$ cat src/rtl/divider_prog.sv
// divider_prog: run-time programmable clock divider with glitch-free ratio changes.
// Optional macro DIVIDER_PROG_PHASE_EN adds phase_val to skew the counter restart point.
module divider_prog #(
  parameter int CNT_W       = 8,
  parameter int DIV_DEFAULT = 6
) (
  input  logic             sys_clk,
  input  logic             sys_rst,
  input  logic             div_en,
  input  logic             div_load,
  input  logic [CNT_W-1:0] div_val,
`ifdef DIVIDER_PROG_PHASE_EN
  input  logic [CNT_W-1:0] phase_val,
`endif
  output logic             div_err,
  output logic [CNT_W-1:0] div_cur,
  output logic             clk_out,
  output logic             clk_flag
);
  logic [CNT_W-1:0] cnt_q, cnt_d, div_q, div_d, pend_q, pend_d;
  logic             pend_v_q, pend_v_d, out_q, out_d, flag_q, flag_d, err_q, err_d;
  logic             load_ok, wrap;
  logic [CNT_W:0]   half;
`ifdef DIVIDER_PROG_PHASE_EN
  logic             en_q;
`endif
  always_comb begin
    load_ok  = div_load && div_val >= CNT_W'(2);
    wrap     = div_en && cnt_q == div_q - 1'b1;
    err_d    = div_load && !load_ok;
    div_d    = div_q;
    pend_d   = pend_q;
    pend_v_d = pend_v_q;
    cnt_d    = '0;
    if (!div_en) begin
      div_d    = load_ok ? div_val : div_q;
      pend_v_d = load_ok ? 1'b0 : pend_v_q;
    end else if (wrap) begin
      // a load landing on the wrap edge beats any older pending value
      div_d    = load_ok ? div_val : pend_v_q ? pend_q : div_q;
      pend_v_d = 1'b0;
    end else begin
      cnt_d    = cnt_q + 1'b1;
      pend_d   = load_ok ? div_val : pend_q;
      pend_v_d = load_ok | pend_v_q;
    end
`ifdef DIVIDER_PROG_PHASE_EN
    if (wrap || (div_en && !en_q))
      cnt_d = phase_val < div_d ? phase_val : '0;
`endif
    half   = ({1'b0, div_d} + 1'b1) >> 1;
    out_d  = div_en && {1'b0, cnt_d} >= half;
    flag_d = div_en && cnt_d == div_d - 1'b1;
  end
  always_ff @(posedge sys_clk) begin
    if (sys_rst) begin
      cnt_q    <= '0;
      div_q    <= CNT_W'(DIV_DEFAULT);
      pend_q   <= '0;
      pend_v_q <= 1'b0;
      out_q    <= 1'b0;
      flag_q   <= 1'b0;
      err_q    <= 1'b0;
    end else begin
      cnt_q    <= cnt_d;
      div_q    <= div_d;
      pend_q   <= pend_d;
      pend_v_q <= pend_v_d;
      out_q    <= out_d;
      flag_q   <= flag_d;
      err_q    <= err_d;
    end
  end
`ifdef DIVIDER_PROG_PHASE_EN
  always_ff @(posedge sys_clk) en_q <= sys_rst ? 1'b0 : div_en;
`endif
  assign div_err  = err_q;
  assign div_cur  = div_q;
  assign clk_out  = out_q;
  assign clk_flag = flag_q;
endmodule

$ cat config.mk
export PLATFORM = sky130hd
export DESIGN_NAME = divider_prog
export DESIGN_NICKNAME = d
export VERILOG_FILES = /design/src/rtl/divider_prog.sv
export SDC_FILE = /design/constraint.sdc
export NUM_CORES = 1
export LEC_CHECK = 0
export CORE_MARGIN = 4
export CORE_UTILIZATION = 45
export DETAILED_ROUTE_END_ITERATION = 10
export PLACE_DENSITY = 0.66
export SKIP_LAST_GASP = 1
export SYNTH_ARGS = -nofsm -noshare
export SYNTH_HDL_FRONTEND = slang
export SYNTH_SLANG_ARGS = --single-unit
$ cat constraint.sdc
create_clock -name sys_clk -period 7.75 [get_ports sys_clk]
set_input_delay 1.55 -clock sys_clk [delete_from_list [all_inputs] [get_ports sys_clk]]
set_output_delay 1.55 -clock sys_clk [all_outputs]
set_load 0.01 [all_outputs]
==> out/metrics.csv, run 1 <==
metric,value,unit
"Seq/Total Area, Yosys",0.254,
pwr dens,152,mW/mm^2
H-tree Lvls,1,
final hold vios,0,
core outline area,0.00472,mm^2
synthesized area per cell,7.94,um^2
DP Cell Count,359,
Worst Skew,0.00456,ns
Reg power frac,0.418,
all-layer global routing usage,0.196,
cell taking the most area after synthesis,dfxtp_1,
ant diodes,0,
DRT iter0 DRCs,129,
Slew @ Worst Pin,0.850,ns
cell count of the worst hold path,2,
GP Congestion,0.905,
Worst Reg-to-Reg Cells,19,
clk_lat worst skew,0.28,ns
CP required,7.93,ns
Vias/cell,5.62,
vias in the first global route,1872,
WP data arrival,5.60,ns
Fmax,0.185,GHz
# DRC,0,
post-synthesis async set-or-reset flop share,0,
CTS sink count,28,
Chip Width,78.0,um
FF-to-FF End,clk_out$_SDFF_PP0_,
Max-slew headroom,0.431,
# resized after CTS,0,
RSZ-0062 raised after global routing,no,
Hold Path End,pend_q[6]$_SDFFE_PP0P_,
Int Power,254,uW
Final Cycle Share,0.699,
layout cells sized above 1,0.0709,
Slew Limit Fails,0,
grt ovf,0,
Static Leakage,0.000978,uW
total wire length,5680,um
filler instances,450,
root buffer cell,clkbuf_8,
Switch Pwr,131,uW
status,"complete, no violations",
Die H,78.0,um
total power,385,uW
Detail Route Antenna Nets,0,
register area,561,um^2
r2r startpoint,div_cur[3]$_SDFF_PP0_,
FP Rows,25,
Num CTS Buffers,3,
CP Launch Type,input pin,
"EDFF count, synth",0,
fin util,0.536,
drt wl/cell,15.7,um
crit path launch,div_val[4],
min-delay src,pend_q[6]$_SDFFE_PP0P_,
synthesized flop and latch total,28,
I/O pin count,23,
most frequent cells in the layout,"nand2_1 (32), dfxtp_1 (28), nor2_1 (26)",
Max Cap Violations,0,
first-pass GRT wire length,9590,um
cts hold-fix bufs,0,
VDD IR max,0.0000849,V
Post-Synthesis Cells,278,
largest net degree at the start of global routing,28,
clock power share,0.244,
Sum Neg Setup Slack,0,ns
"critical path fanouts, max",9,
maximum root-to-sink buffer count,2,
Synth area leaders,"dfxtp_1 (25%), xnor2_1 (9.1%), ha_1 (6.8%), nand2_1 (5.4%), nor2_1 (4.4%)",
reg-to-reg setup timing slack,2.99,ns
Ys Warns,0,
1st-pass router iterations,4,
Switching Share,0.340,
Yosys top cell area share,0.254,
Post-Syn Area,0.00221,mm^2
DR vias,2039,
HP Class,flip-flop to flip-flop,
Final Non-Filler Cells,363,
area occupied by multi-input gates,0.00155,mm^2
"Top FF cell, synth",dfxtp_1,
final setup fails,0,
I/O Buffers,22,
combinational power share,0.338,
initial cell density of the core,0.467,
Yosys cell types,49,
postcts setup bufs,0,
WS Path Type,input pin to flip-flop,
min Tclk post-route,5.42,ns
"Clk pin slew, worst setup/hold paths",0.10,ns
Mapped Nets,302,
initial antenna violation count,0,
Nets,321,
CTS tree,yes,
hpwl dp,4360,um
"commonest non-fill, non-tap cell in the layout",nand2_1,
Layout area overhead,14.7,%
DIE AREA,0.00609,mm^2
crit end category,flip-flop,
-- worst max-delay path: stages --
cell and delay (ns):
clkdlybuf4s50_1 0.45, nor4_1 0.46, a31o_2 0.33, nand2_1 0.12, a2111oi_0 0.47, a221oi_2 0.15
and2_1 0.21, inv_1 0.08, ha_1 0.25, ha_1 0.27, nand2b_1 0.14, a21o_1 0.17
a21o_1 0.17, a21o_1 0.16, a21oi_1 0.13, nor2b_1 0.05, o21ai_0 0.14, nand2b_1 0.08
a21oi_1 0.14, nor2_1 0.06
-- logic make-up (layout without fill, tap and decap cells) --
| group | count (synthesis) | count (layout) | share of synthesized area |
|---|---|---|---|
| AOI/OAI and AO/OA | 60 | 60 | 0.224 |
| buffers and inverters | 23 | 41 | 0.0425 |
| xor gates and xnor gates | 30 | 30 | 0.119 |
| DFF | 28 | 28 | 0.254 |
| muxes | 5 | 5 | 0.0232 |
| and+or+nand+nor | 120 | 120 | 0.269 |
| adders and majority gates | 12 | 12 | 0.0680 |
-- power by group through the flow --
stage               clock network (uW)  logic, uW  registers [uW]
finish                            93.8        130             161
global route                       105        145             162
CTS                               97.3        130             161
detailed placement                   0        129             164
global placement                     0        128             164
floorplan                            0       96.6             161
-- registers in the layout (all words and copies together) (netlist names) --
| register | cells |
|---|---|
| div_cur | 8 |
| pend_v_q | 1 |
| clk_flag | 1 |
| cnt_q | 8 |
| pend_q | 8 |
| clk_out | 1 |
| div_err | 1 |
-- routing by layer --
layer,vias up,track usage,routed length [um]
met5,-,0,0
met4,0,0.0594,57
met3,5,0.0321,319
met2,69,0.298,2520
met1,928,0.282,2780
li1,1037,-,-
-- cell usage after synthesis, types with 2 or more instances --
cell,n
a2111oi_0,3
a211oi_1,3
a21o_1,6
a21oi_1,16
a22oi_4,2
a31o_2,2
a31oi_1,4
and2_1,2
and3_1,4
clkbuf_1,8
dfxtp_1,28
ha_1,12
inv_1,14
mux2i_1,4
nand2_1,32
nand2b_1,6
nand3_1,16
nand3b_1,2
nand4_1,3
nor2_1,26
nor2b_1,2
nor3_1,10
nor4_1,4
o21ai_0,9
or2_2,2
or3_1,6
or3_4,2
xnor2_1,23
xor2_1,7
-- worst max-delay path by stage --
| stage | to | cells after the start | slack, ns |
|---|---|---|---|
| finish | clk_out$_SDFF_PP0_ | 20 | 2.33 |
| global route | clk_out$_SDFF_PP0_ | 20 | 2.02 |
| CTS | clk_out$_SDFF_PP0_ | 20 | 2.34 |
| detailed placement | clk_out$_SDFF_PP0_ | 20 | 2.06 |
| global placement | clk_out$_SDFF_PP0_ | 20 | 2.13 |
| floorplan | clk_out$_SDFF_PP0_ | 19 | 2.83 |
-- area by class of cell --
cell class,instances,share of cell area
timing repair buffer,23,0.0899
clock buffer,4,0.0217
sequential,28,0.221
multi-input combinational,227,0.613
inverter,14,0.0208
tap,67,0.0331
-- stage by stage --
stage          hold slack (ns)  instance area (um^2)  worst slack, ns
3_5_place_dp             0.451                  2480             2.06
2_1_floorplan            0.433                  2210             2.83
3_3_place_gp             0.448                  2480             2.13
5_1_grt                  0.488                  2530             2.02
6_report                 0.466                  2530             2.33
4_1_cts                  0.467                  2530             2.34
Note: power is estimated with default switching activity, not from simulation.
==> inputs of run 2 (changes only) <==
--- a/config.mk
+++ b/config.mk
@@ -8,7 +8,7 @@
 export CORE_MARGIN = 4
 export CORE_UTILIZATION = 45
 export DETAILED_ROUTE_END_ITERATION = 10
-export PLACE_DENSITY = 0.66
+export PLACE_DENSITY = 0.68
 export SKIP_LAST_GASP = 1
 export SYNTH_ARGS = -nofsm -noshare
 export SYNTH_HDL_FRONTEND = slang
==> constraint.sdc (replaced) <==
create_clock -name sys_clk -period 4.9 [get_ports sys_clk]
set_input_delay 0.98 -clock sys_clk [delete_from_list [all_inputs] [get_ports sys_clk]]
set_output_delay 0.98 -clock sys_clk [all_outputs]
set_load 0.01 [all_outputs]
==> out/metrics.csv, run 2 (synthesis results as in run 1) <==
metric,value,unit,change
status,"complete, no violations",,
Final Cycle Share,0.929,,
Worst Setup EP,clk_out$_SDFF_PP0_,,
Worst Reg-to-Reg Cells,19,,unchanged
Fmax,0.220,GHz,
cts hold-fix bufs,0,,unchanged
r2r startpoint,div_cur[2]$_SDFF_PP1_,,
DIE AREA,0.00609,mm^2,unchanged
Max Cap Violations,0,,unchanged
I/O pin count,23,,unchanged
min Tclk post-route,4.55,ns,
Nets,335,,+4.4%
fin util,0.560,,+0.0238
DR vias,2134,,+4.7%
layout cells sized above 1,0.116,,+0.0452
grt ovf,0,,unchanged
Hold Slack,0.462,ns,-0.00375 ns
Die H,78.0,um,unchanged
filler instances,455,,+1.1%
# DRC,0,,unchanged
maximum root-to-sink buffer count,2,,unchanged
crit end category,flip-flop,,
clk_lat worst skew,0.28,ns,about the same
HP Class,flip-flop to flip-flop,,
vias in the first global route,2030,,+8.4%
Num CTS Buffers,3,,unchanged
FP Rows,25,,unchanged
largest net degree at the start of global routing,28,,unchanged
VDD IR max,0.000128,V,+51%
total wire length,5990,um,+5.5%
CP Launch Type,input pin,,
most frequent cells in the layout,"nand2_1 (32), dfxtp_1 (28), nor2_1 (26)",,
CP required,5.08,ns,-2.85 ns
I/O Buffers,22,,unchanged
postcts setup bufs,0,,unchanged
core outline area,0.00472,mm^2,unchanged
FF-to-FF End,clk_out$_SDFF_PP0_,,
CTS tree,yes,,
Worst Skew,0.00630,ns,+0.00175 ns
1st-pass router iterations,5,,+1
DRT iter0 DRCs,168,,+30%
Slew Limit Fails,0,,unchanged
GP Congestion,0.912,,+0.74%
Slew @ Worst Pin,0.690,ns,-0.160 ns
ant diodes,0,,unchanged
"Clk pin slew, worst setup/hold paths",0.11,ns,about the same
root buffer cell,clkbuf_8,,
initial antenna violation count,0,,unchanged
final setup fails,0,,unchanged
Vias/cell,5.66,,+0.77%
drt wl/cell,15.9,um,+1.5%
RSZ-0062 raised after global routing,no,,
all-layer global routing usage,0.200,,+0.00425
Layout area overhead,19.8,%,
Static Leakage,0.00105,uW,+7.1%
CTS sink count,28,,unchanged
"critical path fanouts, max",5,,-4
Detail Route Antenna Nets,0,,unchanged
"commonest non-fill, non-tap cell in the layout",nand2_1,,
initial cell density of the core,0.467,,unchanged
reg-to-reg setup timing slack,0.40,ns,-2.59 ns
crit path launch,div_val[6],,
final hold vios,0,,unchanged
Chip Width,78.0,um,unchanged
H-tree Lvls,1,,unchanged
hpwl dp,4660,um,+6.8%
pwr dens,238,mW/mm^2,+57%
first-pass GRT wire length,9870,um,+2.9%
WP data arrival,4.74,ns,-0.86 ns
WS Path Type,input pin to flip-flop,,
Max-slew headroom,0.538,,+0.107
## run 2: how the worst min path moves through the flow
stage                                   endpoint  slack (ns)  cells past startpoint                    from
final                     pend_q[5]$_SDFFE_PP0P_        0.46                      2  pend_q[5]$_SDFFE_PP0P_
after global routing      pend_q[3]$_SDFFE_PP0P_        0.49                      2  pend_q[3]$_SDFFE_PP0P_
after CTS                 pend_q[5]$_SDFFE_PP0P_        0.46                      2  pend_q[5]$_SDFFE_PP0P_
after detailed placement  pend_q[5]$_SDFFE_PP0P_        0.45                      2  pend_q[5]$_SDFFE_PP0P_
after global placement    pend_q[2]$_SDFFE_PP0P_        0.44                      2  pend_q[2]$_SDFFE_PP0P_
after floorplan           pend_q[2]$_SDFFE_PP0P_        0.43                      2  pend_q[2]$_SDFFE_PP0P_
## run 2: area by class of cell
type	count	area, um^2	share of cell area
Multi-Input combinational cell	227	1560	0.590
Tap cell	67	83.8	0.0317
Clock buffer	4	55.1	0.0208
Sequential cell	28	561	0.212
Timing Repair Buffer	37	333	0.126
Inverter	14	52.6	0.0199
## run 2: routing by layer
layer / vias up / global-route usage / wire [um]
met5: - / 0 / 0
met4: 0 / 0.0367 / 71
met3: 7 / 0.0264 / 334
met2: 64 / 0.332 / 2770
met1: 1006 / 0.279 / 2820
li1: 1057 / - / -
## run 2: stage by stage
stage / TNS, ns / power, uW / instances / setup WS, ns / area (um^2)
2_1_floorplan: 0 / 407 / 278 / 0.550 / 2210
3_3_place_gp: 0 / 473 / 373 / 0.0824 / 2580
3_5_place_dp: -0.0451 / 477 / 373 / -0.0451 / 2580
4_1_cts: 0 / 630 / 377 / 0.233 / 2640
5_1_grt: 0 / 667 / 377 / 0.0364 / 2650
6_report: 0 / 629 / 377 / 0.347 / 2650
## run 2: where the power goes
| group | leakage, uW | total, uW | switching, uW | internal (uW) |
|---|---|---|---|---|
| Combinational | 0.000790 | 223 | 121 | 103 |
| Sequential | 0.000228 | 254 | 16.1 | 238 |
| Clock | 0.0000288 | 152 | 79.9 | 72.2 |
| Total | 0.00105 | 629 | 217 | 413 |
## run 2: worst max-delay path, cell delays in order
cell,delay (ns)
clkdlybuf4s50_1,0.51
nor4_1,0.06
buf_4,0.13
a31o_2,0.27
nand2_1,0.07
o21ai_0,0.16
a221oi_2,0.41
and2_1,0.25
inv_1,0.06
ha_1,0.30
ha_1,0.27
nand2b_1,0.15
a21o_1,0.18
a21o_1,0.17
a21o_1,0.17
a21oi_1,0.14
nor2b_1,0.06
o21ai_0,0.15
nand2b_1,0.08
a21oi_1,0.14
nor2_1,0.06
## run 2: what timing repair did
item | 4_1_cts | 5_1_grt
endpoints found under the setup margin | 0 | 1
resized for setup | 0 | 3
endpoints found under the hold margin | 0 | 0
==> inputs of run 3 (changes only) <==
--- a/config.mk
+++ b/config.mk
@@ -7,6 +7,8 @@
 export LEC_CHECK = 0
 export CORE_MARGIN = 4
 export CORE_UTILIZATION = 45
+export CTS_CLUSTER_DIAMETER = 120
+export CTS_CLUSTER_SIZE = 24
 export DETAILED_ROUTE_END_ITERATION = 10
 export PLACE_DENSITY = 0.68
 export SKIP_LAST_GASP = 1
==> constraint.sdc (replaced) <==
create_clock -name sys_clk -period 4.9 [get_ports sys_clk]
set_input_delay 0.735 -clock sys_clk [delete_from_list [all_inputs] [get_ports sys_clk]]
set_output_delay 0.735 -clock sys_clk [all_outputs]
set_load 0.01 [all_outputs]
==> out/metrics.csv, run 3 (synthesis results as in run 1) <==
metric,value,unit,change
status,"complete, no violations",,
core outline area,0.00472,mm^2,unchanged
final hold vios,0,,unchanged
CP cell instances,or4_4 > or3_4 > a22oi_4 > a211oi_1 > a221oi_1 > nand2_1 > ha_1 > ha_1 > nand2b_1 > a21o_1 > a21o_1 > a21o_1 > a21oi_1 > nor2b_1 > o21ai_0 > nand2b_1 > a21oi_1 > nor2_1,,
Vias/cell,5.60,,-1.1%
Max-slew headroom,0.510,,-0.0276
Die H,78.0,um,unchanged
"critical path fanouts, max",10,,+5
final setup fails,0,,unchanged
Sum Neg Setup Slack,0,ns,unchanged
pwr dens,238,mW/mm^2,-0.12%
# DRC,0,,unchanged
DIE AREA,0.00609,mm^2,unchanged
"Clk pin slew, worst setup/hold paths",0.10,ns,about the same
register area,561,um^2,unchanged
Hold Slack,0.465,ns,+0.00218 ns
CTS tree,yes,,
HP Class,flip-flop to flip-flop,,
I/O Buffers,22,,unchanged
Num CTS Buffers,3,,unchanged
GP Congestion,0.932,,+2.3%
"CP delay by family, top",compound AO/OA/AOI/OAI gates,,
RSZ-0062 raised after global routing,no,,
vias in the first global route,2024,,-0.30%
CP required,5.09,ns,about the same
layout cells sized above 1,0.0984,,-0.0178
Layout area overhead,17.8,%,
WS Path Type,flip-flop to flip-flop,,
postcts setup bufs,0,,unchanged
crit end category,flip-flop,,
VDD IR max,0.000150,V,+17%
drt wl/cell,15.6,um,-1.7%
Chip Width,78.0,um,unchanged
largest net degree at the start of global routing,28,,unchanged
first-pass GRT wire length,9730,um,-1.5%
Nets,330,,-1.5%
min Tclk post-route,4.53,ns,-0.0273 ns
H-tree Lvls,1,,unchanged
Detail Route Antenna Nets,0,,unchanged
grt ovf,0,,unchanged
all-layer global routing usage,0.198,,-0.00145
1st-pass router iterations,4,,-1
clk_lat worst skew,0.28,ns,about the same
I/O pin count,23,,unchanged
CTS sink count,28,,unchanged
cts hold-fix bufs,0,,unchanged
CP max-delay cell,or4_4,,
most numerous cell on the critical path,a21o_1,,
filler instances,453,,-0.44%
root buffer cell,clkbuf_8,,
Slew Limit Fails,0,,unchanged
DR vias,2083,,-2.4%
Slew @ Worst Pin,0.732,ns,+0.0421 ns
Final Cycle Share,0.924,,-0.00557
Worst Path Buf+Inv,0,,-3
maximum root-to-sink buffer count,2,,unchanged
initial cell density of the core,0.467,,unchanged
"slowest stage delay, CP",0.57,ns,+0.06 ns
FP Rows,25,,unchanged
pre-CTS WS,0.137,ns,+0.182 ns
Static Leakage,0.00102,uW,-2.4%
Worst Skew,0.00451,ns,-0.00180 ns
fin util,0.550,,-0.00954
CP Launch Type,flip-flop,,
ant diodes,0,,unchanged
# resized after CTS,0,,unchanged
Max Cap Violations,0,,unchanged
total wire length,5810,um,-3.0%
WP data arrival,4.71,ns,-0.03 ns
area occupied by multi-input gates,0.00155,mm^2,-0.48%
initial antenna violation count,0,,unchanged
Fmax,0.221,GHz,+0.60%
Setup WS post-layout,0.374,ns,+0.0273 ns
most frequent cells in the layout,"nand2_1 (32), dfxtp_1 (28), nor2_1 (26)",,
"commonest non-fill, non-tap cell in the layout",nand2_1,,
DRT iter0 DRCs,108,,-36%
hpwl dp,4540,um,-2.5%
[run 3: cell count changes in the layout (fill, tap and decap cells not counted), sizes merged]
cell  change
buf       -5
[run 3: path summary, 6_finish.rpt]
kind	start	end	slack (ns)	cells past startpoint
max	div_cur[2]$_SDFF_PP1_	clk_out$_SDFF_PP0_	0.37	18
max reg2reg	div_cur[2]$_SDFF_PP1_	clk_out$_SDFF_PP0_	0.37	18
min	pend_q[7]$_SDFFE_PP0P_	pend_q[7]$_SDFFE_PP0P_	0.46	2
min reg2reg	pend_q[7]$_SDFFE_PP0P_	pend_q[7]$_SDFFE_PP0P_	0.46	2
[run 3: layer usage]
layer | wire length (um) | GRT usage | part of all wire | vias to the layer above
li1 | - | - | - | 1047
met1 | 2810 | 0.269 | 0.48 | 963
met2 | 2570 | 0.318 | 0.44 | 66
met3 | 353 | 0.0390 | 0.061 | 7
met4 | 83 | 0.0612 | 0.014 | 0
met5 | 0 | 0 | 0 | -
[run 3: final cells by class]
class / count / area share
Multi-Input combinational cell: 227 / 0.597
Sequential cell: 28 / 0.216
Timing Repair Buffer: 32 / 0.114
Tap cell: 67 / 0.0322
Clock buffer: 4 / 0.0212
Inverter: 14 / 0.0202
[run 3: tightest hold or removal path, delay by kind of cell, from the launching register on]
| family | cells | cell delay (ns) |
|---|---|---|
| compound gates | 1 | 0.05 |
| flops | 1 | 0.32 |
| simple gates | 1 | 0.05 |
[run 3: power by group]
part	total, uW	switching [uW]	internal [uW]
logic	214	116	98.6
clock network	150	77.5	72.2
registers	254	16.3	238
total	618	210	408
[run 3: through the flow]
stage / instance area, um^2 / total power, uW / std cells
floorplan: 2210 / 407 / 278
global route: 2600 / 656 / 372
detailed placement: 2540 / 471 / 368
finish: 2600 / 618 / 372
global placement: 2540 / 468 / 368
CTS: 2600 / 620 / 372
